<file path="config.mk">
export PLATFORM = sky130hd
export DESIGN_NAME = sweep_response_capture
export DESIGN_NICKNAME = d
export VERILOG_FILES = /design/src/rtl/sweep_response_capture.sv
export SDC_FILE = /design/constraint.sdc
export NUM_CORES = 1
export LEC_CHECK = 0
export BUFFER_PORTS_ARGS = -buffer_cell sky130_fd_sc_hd__buf_2
export CAP_MARGIN = 20
export CELL_PAD_IN_SITES_DETAIL_PLACEMENT = 1
export CELL_PAD_IN_SITES_GLOBAL_PLACEMENT = 2
export CORE_UTILIZATION = 42
export DETAILED_ROUTE_END_ITERATION = 16
export PLACE_DENSITY = 0.79
export SLEW_MARGIN = 20
export SYNTH_ARGS = -nofsm -noshare
export SYNTH_HDL_FRONTEND = slang
export SYNTH_SLANG_ARGS = --single-unit
</file>
<file path="constraint.sdc">
create_clock -name clk -period 2.5 [get_ports clk]
set_input_delay 0.5 -clock clk [delete_from_list [all_inputs] [get_ports clk]]
set_output_delay 0.5 -clock clk [all_outputs]
set_load 0.02 [all_outputs]
</file>
<file path="src/rtl/sweep_response_capture.sv">
// Sweeps a stimulus from START to LAST in STEP increments, samples the block
// response after SETTLE cycles and queues (stimulus, response) pairs in a show-ahead FIFO.
module sweep_response_capture #(
    parameter int WIDTH  = 8,
    parameter int START  = 0,
    parameter int STEP   = 10,
    parameter int LAST   = 100,
    parameter int SETTLE = 1,
    parameter int DEPTH  = 4
) (
    input  logic             clk,
    input  logic             rst,
    input  logic             start,
    output logic [WIDTH-1:0] stim_out,
    input  logic [WIDTH-1:0] resp_in,
    output logic             busy,
    output logic             done,
    output logic             rd_valid,
    input  logic             rd_ready,
    output logic [WIDTH-1:0] rd_stim,
    output logic [WIDTH-1:0] rd_resp
);

    localparam int CW = (SETTLE > 1) ? $clog2(SETTLE) : 1;
    localparam int AW = $clog2(DEPTH);

    localparam logic [CW-1:0]    CNT_INIT = CW'(SETTLE - 1);
    localparam logic [WIDTH-1:0] START_V  = WIDTH'(START);
    localparam logic [WIDTH:0]   STEP_EXT = (WIDTH+1)'(STEP);
    localparam logic [WIDTH:0]   LAST_EXT = (WIDTH+1)'(LAST);
    localparam logic [AW:0]      FULL_LVL = (AW+1)'(DEPTH);

    typedef enum logic [1:0] {
        ST_IDLE,
        ST_SETTLE,
        ST_CAPTURE,
        ST_DONE
    } state_t;

    state_t           state, state_d;
    logic [WIDTH-1:0] stim_d;
    logic [CW-1:0]    cnt, cnt_d;
    logic [WIDTH:0]   next_sum;
    logic             push;
    logic             pop;
    logic             full;

    logic [2*WIDTH-1:0] mem [DEPTH];
    logic [AW-1:0]      wr_ptr, rd_ptr;
    logic [AW:0]        level;

    // One extra bit so the end-of-sweep test never sees a wrapped sum.
    assign next_sum = {1'b0, stim_out} + STEP_EXT;

    always_ff @(posedge clk or posedge rst) begin
        if (rst) begin
            state    <= ST_IDLE;
            stim_out <= '0;
            cnt      <= '0;
        end else begin
            state    <= state_d;
            stim_out <= stim_d;
            cnt      <= cnt_d;
        end
    end

    always_comb begin
        state_d = state;
        stim_d  = stim_out;
        cnt_d   = cnt;
        push    = 1'b0;
        busy    = (state != ST_IDLE);
        done    = 1'b0;
        case (state)
            ST_IDLE: begin
                if (start) begin
                    stim_d  = START_V;
                    cnt_d   = CNT_INIT;
                    state_d = ST_SETTLE;
                end
            end
            ST_SETTLE: begin
                if (cnt == '0) begin
                    state_d = ST_CAPTURE;
                end else begin
                    cnt_d = cnt - CW'(1);
                end
            end
            ST_CAPTURE: begin
                if (!full) begin
                    push = 1'b1;
                    if (next_sum > LAST_EXT) begin
                        state_d = ST_DONE;
                    end else begin
                        stim_d  = next_sum[WIDTH-1:0];
                        cnt_d   = CNT_INIT;
                        state_d = ST_SETTLE;
                    end
                end
            end
            ST_DONE: begin
                done    = 1'b1;
                state_d = ST_IDLE;
            end
            default: state_d = ST_IDLE;
        endcase
    end

    // Push looks only at the registered level, so a pop cannot free a slot in the same cycle.
    assign full     = (level == FULL_LVL);
    assign rd_valid = (level != '0);
    assign pop      = rd_valid && rd_ready;
    assign rd_stim  = mem[rd_ptr][2*WIDTH-1:WIDTH];
    assign rd_resp  = mem[rd_ptr][WIDTH-1:0];

    always_ff @(posedge clk) begin
        if (push) begin
            mem[wr_ptr] <= {stim_out, resp_in};
        end
    end

    always_ff @(posedge clk or posedge rst) begin
        if (rst) begin
            wr_ptr <= '0;
            rd_ptr <= '0;
            level  <= '0;
        end else begin
            if (push) begin
                wr_ptr <= wr_ptr + AW'(1);
            end
            if (pop) begin
                rd_ptr <= rd_ptr + AW'(1);
            end
            case ({push, pop})
                2'b10:   level <= level + (AW+1)'(1);
                2'b01:   level <= level - (AW+1)'(1);
                default: level <= level;
            endcase
        end
    end

endmodule

</file>
; ---- Yosys cells after proc, flatten, opt, wreduce, memory -nomap -nowiden
; Memories as Yosys holds them, arrays and structs flattened.
; Index checks and enable logic that the tools add are counted.
; Widths: inputs -> output; s select.
[totals]
ram_bits = 64
regBits = 18
out_inout_bits = 27
memories = 1
[memory_table]
columns = memory, depth, width, read_ports, rd_clocked_by_memory_dff, write_ports, line_no
row1 = mem, 4, 16, 1, 0, 1, 48  ; logic [2*WIDTH-1:0] mem [DEPTH];
[classes]
muxes = 20
eq_ne = 10
add_sub_neg = 6
reduce_logical = 10
magnitude_cmp = 1
[ops]
columns = operator, n
row1 = $mux 8, 3
row2 = $pmux 8 s2, 1
row3 = $add 8x4->9 const B, 1
row4 = $gt 9x7->1 const B, 1
row5 = $mux 1, 9
row6 = $mux 2, 4
row7 = $ne 2x2->1 const B, 4
row8 = $pmux 2 s4, 1
row9 = $reduce_and 4->1, 2
row10 = $eq 2x2->1 const B, 3
row11 = $pmux 3 s2, 1
row12 = $reduce_bool 2->1, 3
row13 = $reduce_bool 3->1, 2
row14 = $add 2x1->2 const B, 2
row15 = $eq 2x1->1 const B, 2
row16 = $add 3x1->3 const B, 1
row17 = $eq 3x3->1 const B, 1
row18 = $pmux 1 s3, 1
row19 = $reduce_and 3->1, 1
row20 = $sub 3x1->3 const B, 1
row21 = $logic_not 2->1, 1
row22 = $logic_and 1x1->1, 1
row23 = $sub 1x1->1 const B, 1

; ---- Longest topological paths before layout
; Gate-level depths: netlist of run 1.
[logic_depth]
depth_word = 5
ltp_mapped = 9
ltp_nobuf = 9

; ---- Worst setup path after synthesis of run 1
; No wires, ideal clock.
[synth_path]
path_kind = register to register
from = reg stim_out[1]
to = reg stim_out[5]
path_slack_ns = 0.244
required_time_ns = 2.375
n_path_buf = 0
stages_incl_launch_ff = 7
setup_ns = 0.125
synth_period_minus_slack_ns = 2.256
arrival_time_ns = 2.131
cell_sequence = dfrtp_1 > ha_1 > nor2b_1 > nor4b_1 > a21oi_1 > a311oi_4 > mux2_4
[synth_via]
elab_chain_len = 4
[synth_lines]
columns = element, line_no
row1 = start: declaration, 14  ; output logic [WIDTH-1:0] stim_out,
row2 = start signal: assignment, 62  ; stim_out <= stim_d;
row3 = $add 8x4->9 (*), 53  ; assign next_sum = {1'b0, stim_out} + STEP_EXT;
row4 = $gt 9x7->1 or $mux 8 (tied branches), 92  ; if (next_sum > LAST_EXT) begin
row5 = $ne 2x2->1 (no source line) or $mux 8 (tied branches), n/a
row6 = $reduce_and 4->1 (no source line) or $pmux 8 s2 (tied branches), n/a
; Mark *: on every way between the ends. The rest lies on a longest branch, timed or not. The select of a mux whose other input is x is not followed.
; A chain may end at the register's enable or synchronous reset.

; ---- Worst setup path after layout of run 1
[layout_path]
from = reg stim_out[1]
to = reg stim_out[4]
; The elaborated chain is that of the path after synthesis.

==> metrics.txt, run 1 <==
min cycle time layout=between 2 and 2.5 ns; Distinct cells, synth=37; Mapped Avg Cell Area=17.5 µm²; met3 WL=around 190 µm; total power draw=approximately 0.0044 W; WS Path Type=flip-flop to flip-flop; power density cells=1170 mW/mm²; width of the chip=88.6 µm; largest family of logic cells by synthesized area=multiplexers; initial antenna violation count=0; outcome=finished, final reports clean; total number of clock tree sinks=76; DPL Wire Length=about 4 mm; max_slew headroom=0.569; VDD IR-drop max=around 0.46 mV; Clock Pin Slew Worst Setup and Hold Paths=~0.09 ns; simple-gate share of the synthesized area=0.0691; post-synthesis mux area share=0.118; Critical Path, Cell by Cell=ha_1 > nor2b_1 > nor4b_1 > a21oi_1 > a311oi_4 > nand2_1 > a22o_1; Tcrit/Tclk final=0.889; GRT Total Usage=0.164; most frequent cells in the layout=edfxtp_1, buf_2, dfrtp_1; pin count of the biggest net entering global routing=17; startpoint types=flip-flop; EDFF count, synth=60; Static Leak=1.43 nW; Nets=between 200 and 300; Ys Warns=0; Syn Inst Count=180; Synth Area in Adders=0.0302; RSZ-0062 raised after global routing=no; CP Launch Point=stim_out[1]; Hold WC Path Type=primary input to async pin; CTS H-Tree Depth=3; arrival time of the worst setup path=2.45 ns; top layer used by detailed routing=met4; Reg2Reg Depth=7; met1 wire length=2.53 mm; Critical Path Slowest Stage Cell=a311oi_4; CTS root buf=clkbuf_8; Area Growth Syn to Fin=18.2%; Cell Area, Synth=approximately 0.0031 mm²; via count=1665; max frequency=0.450 GHz; CTS max path bufs=2; compound-cell area share of the yosys netlist=0.0401; worst hold slack=~0.22 ns; setup violators final=0; share of cells above drive strength 1=0.354; area of the multi-input gates=slightly below 900 µm²; crit-path max cell delay=roughly 0.50 ns; FFs w/ async S/R, synth=0.211; Post CTS Setup Buffer Count=0; number of placement rows=31; first-pass GRT wire length=9.11 mm; endpoints failing hold=0; clk_lat worst skew=roughly 0.35 ns; Ant. Diodes=0; Die Height=just under 90 µm; post-synthesis sequential area ratio=0.699; DRC violations left=0; vias in the first global route=approximately 1800; I/O Buffers=36; WL per Instance=17.2 µm; register area=0.00220 mm²; DR pass1 iterations=4; Post-CTS Resized=0; max cap viols=0; final wirelength=between 5 and 6 mm; CP Max Fanout=10; Final Non-Filler Cells=roughly 340; CTS tree=built; Worst R2R Start=stim_out[1]; type of element capturing the critical path=flip-flop; ANT nets after route=0; Clock Skew=0.0148 ns; most common cell after layout, fill and taps aside=edfxtp_1; met2 routed WL=3.00 mm; xor/xnor share of the synthesized area=0.0195; Crit path required time=approximately 2.7 ns; register bit total from synthesis=76; Top Ports=39; vias per inst=4.96; Fillers=around 730; most common flop cell mapped by yosys=edfxtp_1; CTS buffer count=9; CORE AREA=between 0.007 and 0.008 mm²; Worst-Margin Slew=roughly 0.65 ns; Initial Utilization=0.434; Setup TNS=0 ns; Final Instance Area=0.00372 mm²; hold_buf cts=0; DRT iter0 DRCs=57; Cells after DPL=320; Placed Area=0.00350 mm²; Overflow after GRT=0; Die Footprint=roughly 0.008 mm²; Slew Limit Fails=0; GP Congestion=between 0.7 and 0.8
-- layer usage --
layer  GRT usage  up-vias
met3      0.0448        7
met4      0.0616        0
met2       0.287       32
li1            -      788
met5           0        -
met1       0.193      838
-- kinds of logic (layout without fill, tap and decap cells) --
group	count (synthesis)	count (layout)
DFF	76	76
and+or+nand+nor	39	39
muxes	18	18
AOI/OAI and AO/OA	16	16
buffers and inverters	16	72
adders and majority gates	7	7
xor gates and xnor gates	7	7
other	1	2
-- critical path: cells and delay by family (launching register included) --
kind                     cells  cell delay, ns
AND/OR/NAND/NOR              3            0.53
AO/OA/AOI/OAI                3            0.88
adder cells (fa/ha/maj)      1            0.31
flip-flops                   1            0.39
-- worst paths after layout --
kind                               end  slack [ns]
setup / recovery           stim_out[4]        0.28
hold / removal               rd_ptr[0]        0.22
setup reg to reg           stim_out[4]        0.28
hold reg to reg               level[0]        0.53
max in group asynchronous  stim_out[4]        1.85
min in group clk             mem[3][7]        0.36
-- through the flow --
step,setup slack (ns),util
final,0.277,0.513
after global routing,0.153,0.513
after CTS,0.245,0.513
after detailed placement,0.268,0.482
after global placement,0.334,0.482
after floorplan,0.244,-
-- flip-flops by register name, indices dropped and copies added (netlist names) --
name / count
wr_ptr: 2
rd_ptr: 2
mem: 60
level: 3
state: 2
stim_out: 7
-- area by class of cell --
class | count | area share
Multi-Input combinational cell | 89 | 0.237
Clock buffer | 10 | 0.0343
Clock inverter | 6 | 0.0255
Tap cell | 99 | 0.0333
Timing Repair Buffer | 46 | 0.0686
Sequential cell | 76 | 0.592
Inverter | 10 | 0.0101
-- cell usage after synthesis, types with 2 or more instances --
cell type,instances,share of area
nor2_1,4,0.0048
or3_1,2,0.0040
ha_1,6,0.024
a21oi_1,2,0.0032
mux4_2,15,0.11
mux2i_1,2,0.0064
nand2b_1,3,0.0060
nand3_1,3,0.0048
o2bb2ai_1,2,0.0056
a21oi_2,3,0.0083
buf_4,2,0.0048
inv_1,10,0.012
nor2b_1,2,0.0040
edfxtp_1,60,0.57
clkbuf_1,2,0.0024
xnor2_1,3,0.0083
nor3_1,2,0.0032
nand2_1,10,0.012
dfrtp_1,16,0.13
and2_1,6,0.012
xor2_1,4,0.011
o21ai_0,5,0.0079
buf_2,2,0.0032
-- power breakdown --
| part | total, W | internal, W | leakage, nW | switching (W) |
|---|---|---|---|---|
| Clock | 0.00105 | 0.000575 | 0.112 | 0.000471 |
| Combinational | 0.00154 | 0.000655 | 0.559 | 0.000888 |
| Sequential | 0.00177 | 0.00163 | 0.754 | 0.000145 |
Note: power is estimated with default switching activity, not from simulation.
==> inputs of run 2 (changes only) <==
CORE_UTILIZATION = 44   (was 42)
CTS_BUF_LIST = sky130_fd_sc_hd__clkbuf_2 sky130_fd_sc_hd__clkbuf_4 sky130_fd_sc_hd__clkbuf_8   (was not set)
PLACE_DENSITY = 0.82   (was 0.79)
==> metrics.txt, run 2 (synthesis gave the netlist of run 1 again) <==
max frequency=0.448 GHz (-0.35%); share of cells above drive strength 1=0.353 (-0.00124); GRT Total Usage=0.170 (+0.00591); Top Ports=39 (unchanged); WL per Instance=17.4 µm (+1.2%); startpoint types=flip-flop; arrival time of the worst setup path=1.73 ns (-0.72 ns); pin count of the biggest net entering global routing=17 (unchanged); Worst-Margin Slew=0.658 ns (+0.0127 ns); setup violators final=0 (unchanged); endpoints failing hold=0 (unchanged); Largest register FFs=60 (unchanged); ANT nets after route=0 (unchanged); Static Leak=1.40 nW (-2.0%); WS Path Type=flip-flop to output port; CTS max path bufs=2 (unchanged); vias in the first global route=1779 (-0.89%); Slew Limit Fails=0 (unchanged); Ant. Diodes=0 (unchanged); via count=1664 (-0.060%); crit-path max cell delay=0.52 ns (+0.02 ns); Overflow after GRT=0 (unchanged); Die Footprint=0.00750 mm² (-4.4%); I/O Buffers=36 (unchanged); Nets=250 (-0.40%); Final Instance Area=0.00367 mm² (-1.3%); CTS tree=built; Post-CTS Resized=0 (unchanged); Post CTS Setup Buffer Count=0 (unchanged); first-pass GRT wire length=9.23 mm (+1.3%); Crit path required time=2.00 ns (-0.73 ns); max cap viols=0 (unchanged); total number of clock tree sinks=76 (unchanged); Clock Skew=0.00668 ns (-0.00807 ns); CTS root buf=clkbuf_8; number of placement rows=30 (-3.2%); outcome=finished, final reports clean; Area Growth Syn to Fin=16.7%; cell family with most CP delay=multiplexers; Clock Pin Slew Worst Setup and Hold Paths=0.08 ns (about the same); hold_buf cts=0 (unchanged); DRC violations left=0 (unchanged); Hold WC Path Type=primary input to async pin; most frequent cells in the layout=edfxtp_1, buf_2, dfrtp_1; min cycle time layout=2.23 ns (+0.00779 ns); final wirelength=5.77 mm (-0.29%); DRT iter0 DRCs=77 (+35%); CP bufs+invs=2 (+2); clk_lat worst skew=0.34 ns (about the same); VDD IR-drop max=0.480 mV (+5.2%); Die Height=86.6 µm (-2.2%); width of the chip=86.6 µm (-2.2%); Most flops, register=mem; Critical Path, Cell by Cell=buf_12 > mux4_2 > buf_2; Final Core Density=0.535 (+0.0218); Tcrit/Tclk final=0.892 (+0.00311); RSZ-0062 raised after global routing=no; CORE AREA=0.00687 mm² (-5.3%); DPL Wire Length=3.93 mm (-2.0%); Critical Path Slowest Stage Cell=mux4_2; Setup TNS=0 ns (unchanged); initial antenna violation count=0 (unchanged); Placed Area=0.00351 mm² (+0.39%); biggest regs=mem (60), stim_out (7), level (3); most common cell after layout, fill and taps aside=edfxtp_1; max_slew headroom=0.561 (-0.00848); CTS buffer count=9 (unchanged); vias per inst=5.03 (+1.4%); Fillers=676 (-6.8%); CP Max Fanout=14 (+4); GP Congestion=0.739 (+3.0%); power density cells=1120 mW/mm² (-4.1%); type of element capturing the critical path=output port; CTS H-Tree Depth=3 (unchanged); DR pass1 iterations=4 (unchanged); Initial Utilization=0.458 (+0.0243)
run 2: changes by cell type in the layout (fill, tap and decap cells not counted), sizes merged:
| cell | previous run | this run |
|---|---|---|
| buf | 46 | 45 |
| bufinv | 2 | 0 |
| inv | 13 | 10 |
| clkinv | 1 | 3 |
| clkinvlp | 0 | 2 |
run 2: final timing paths:
| check | end | startpoint | depth (start not counted) | slack [ns] |
|---|---|---|---|---|
| hold / removal | wr_ptr[0] | rst | 2 | 0.24 |
| min in group clk | mem[0][1] | resp_in[1] | 1 | 0.38 |
| max in group asynchronous | stim_out[1] | rst | 2 | 1.83 |
| setup / recovery | rd_stim[6] | rd_ptr[0] | 3 | 0.27 |
| setup reg to reg | stim_out[5] | stim_out[1] | 6 | 0.30 |
| hold reg to reg | level[2] | level[2] | 1 | 0.52 |
run 2: layout make-up:
class	count	area [µm²]	area share
Clock buffer	10	131	0.0358
Clock inverter	5	30.0	0.00817
Inverter	10	37.5	0.0102
Timing Repair Buffer	45	273	0.0742
Sequential cell	76	2200	0.599
Multi-Input combinational cell	89	881	0.240
Tap cell	96	120	0.0327
run 2: layer usage:
layer | up-vias | GRT usage | part of all wire
li1 | 778 | - | -
met1 | 844 | 0.212 | 0.46
met2 | 33 | 0.289 | 0.50
met3 | 9 | 0.0314 | 0.027
met4 | 0 | 0.0773 | 0.015
met5 | - | 0 | 0
run 2: report_power, final:
group	total [W]	leakage (nW)	internal, W	switching [W]
Clock	0.000791	0.0813	0.000360	0.000431
Combinational	0.00155	0.562	0.000672	0.000879
Sequential	0.00178	0.754	0.00163	0.000157
run 2: through the flow:
step / hold slack [ns] / instances / total power, W / setup WS (ns)
6_report: 0.242 / 331 / 0.00413 / 0.269
5_1_grt: 0.303 / 331 / 0.00437 / 0.0944
4_1_cts: 0.261 / 331 / 0.00419 / 0.212
3_5_place_dp: 0.517 / 316 / 0.00340 / 0.296
3_3_place_gp: 0.503 / 316 / 0.00334 / 0.364
2_1_floorplan: 0.414 / 181 / 0.00288 / 0.244
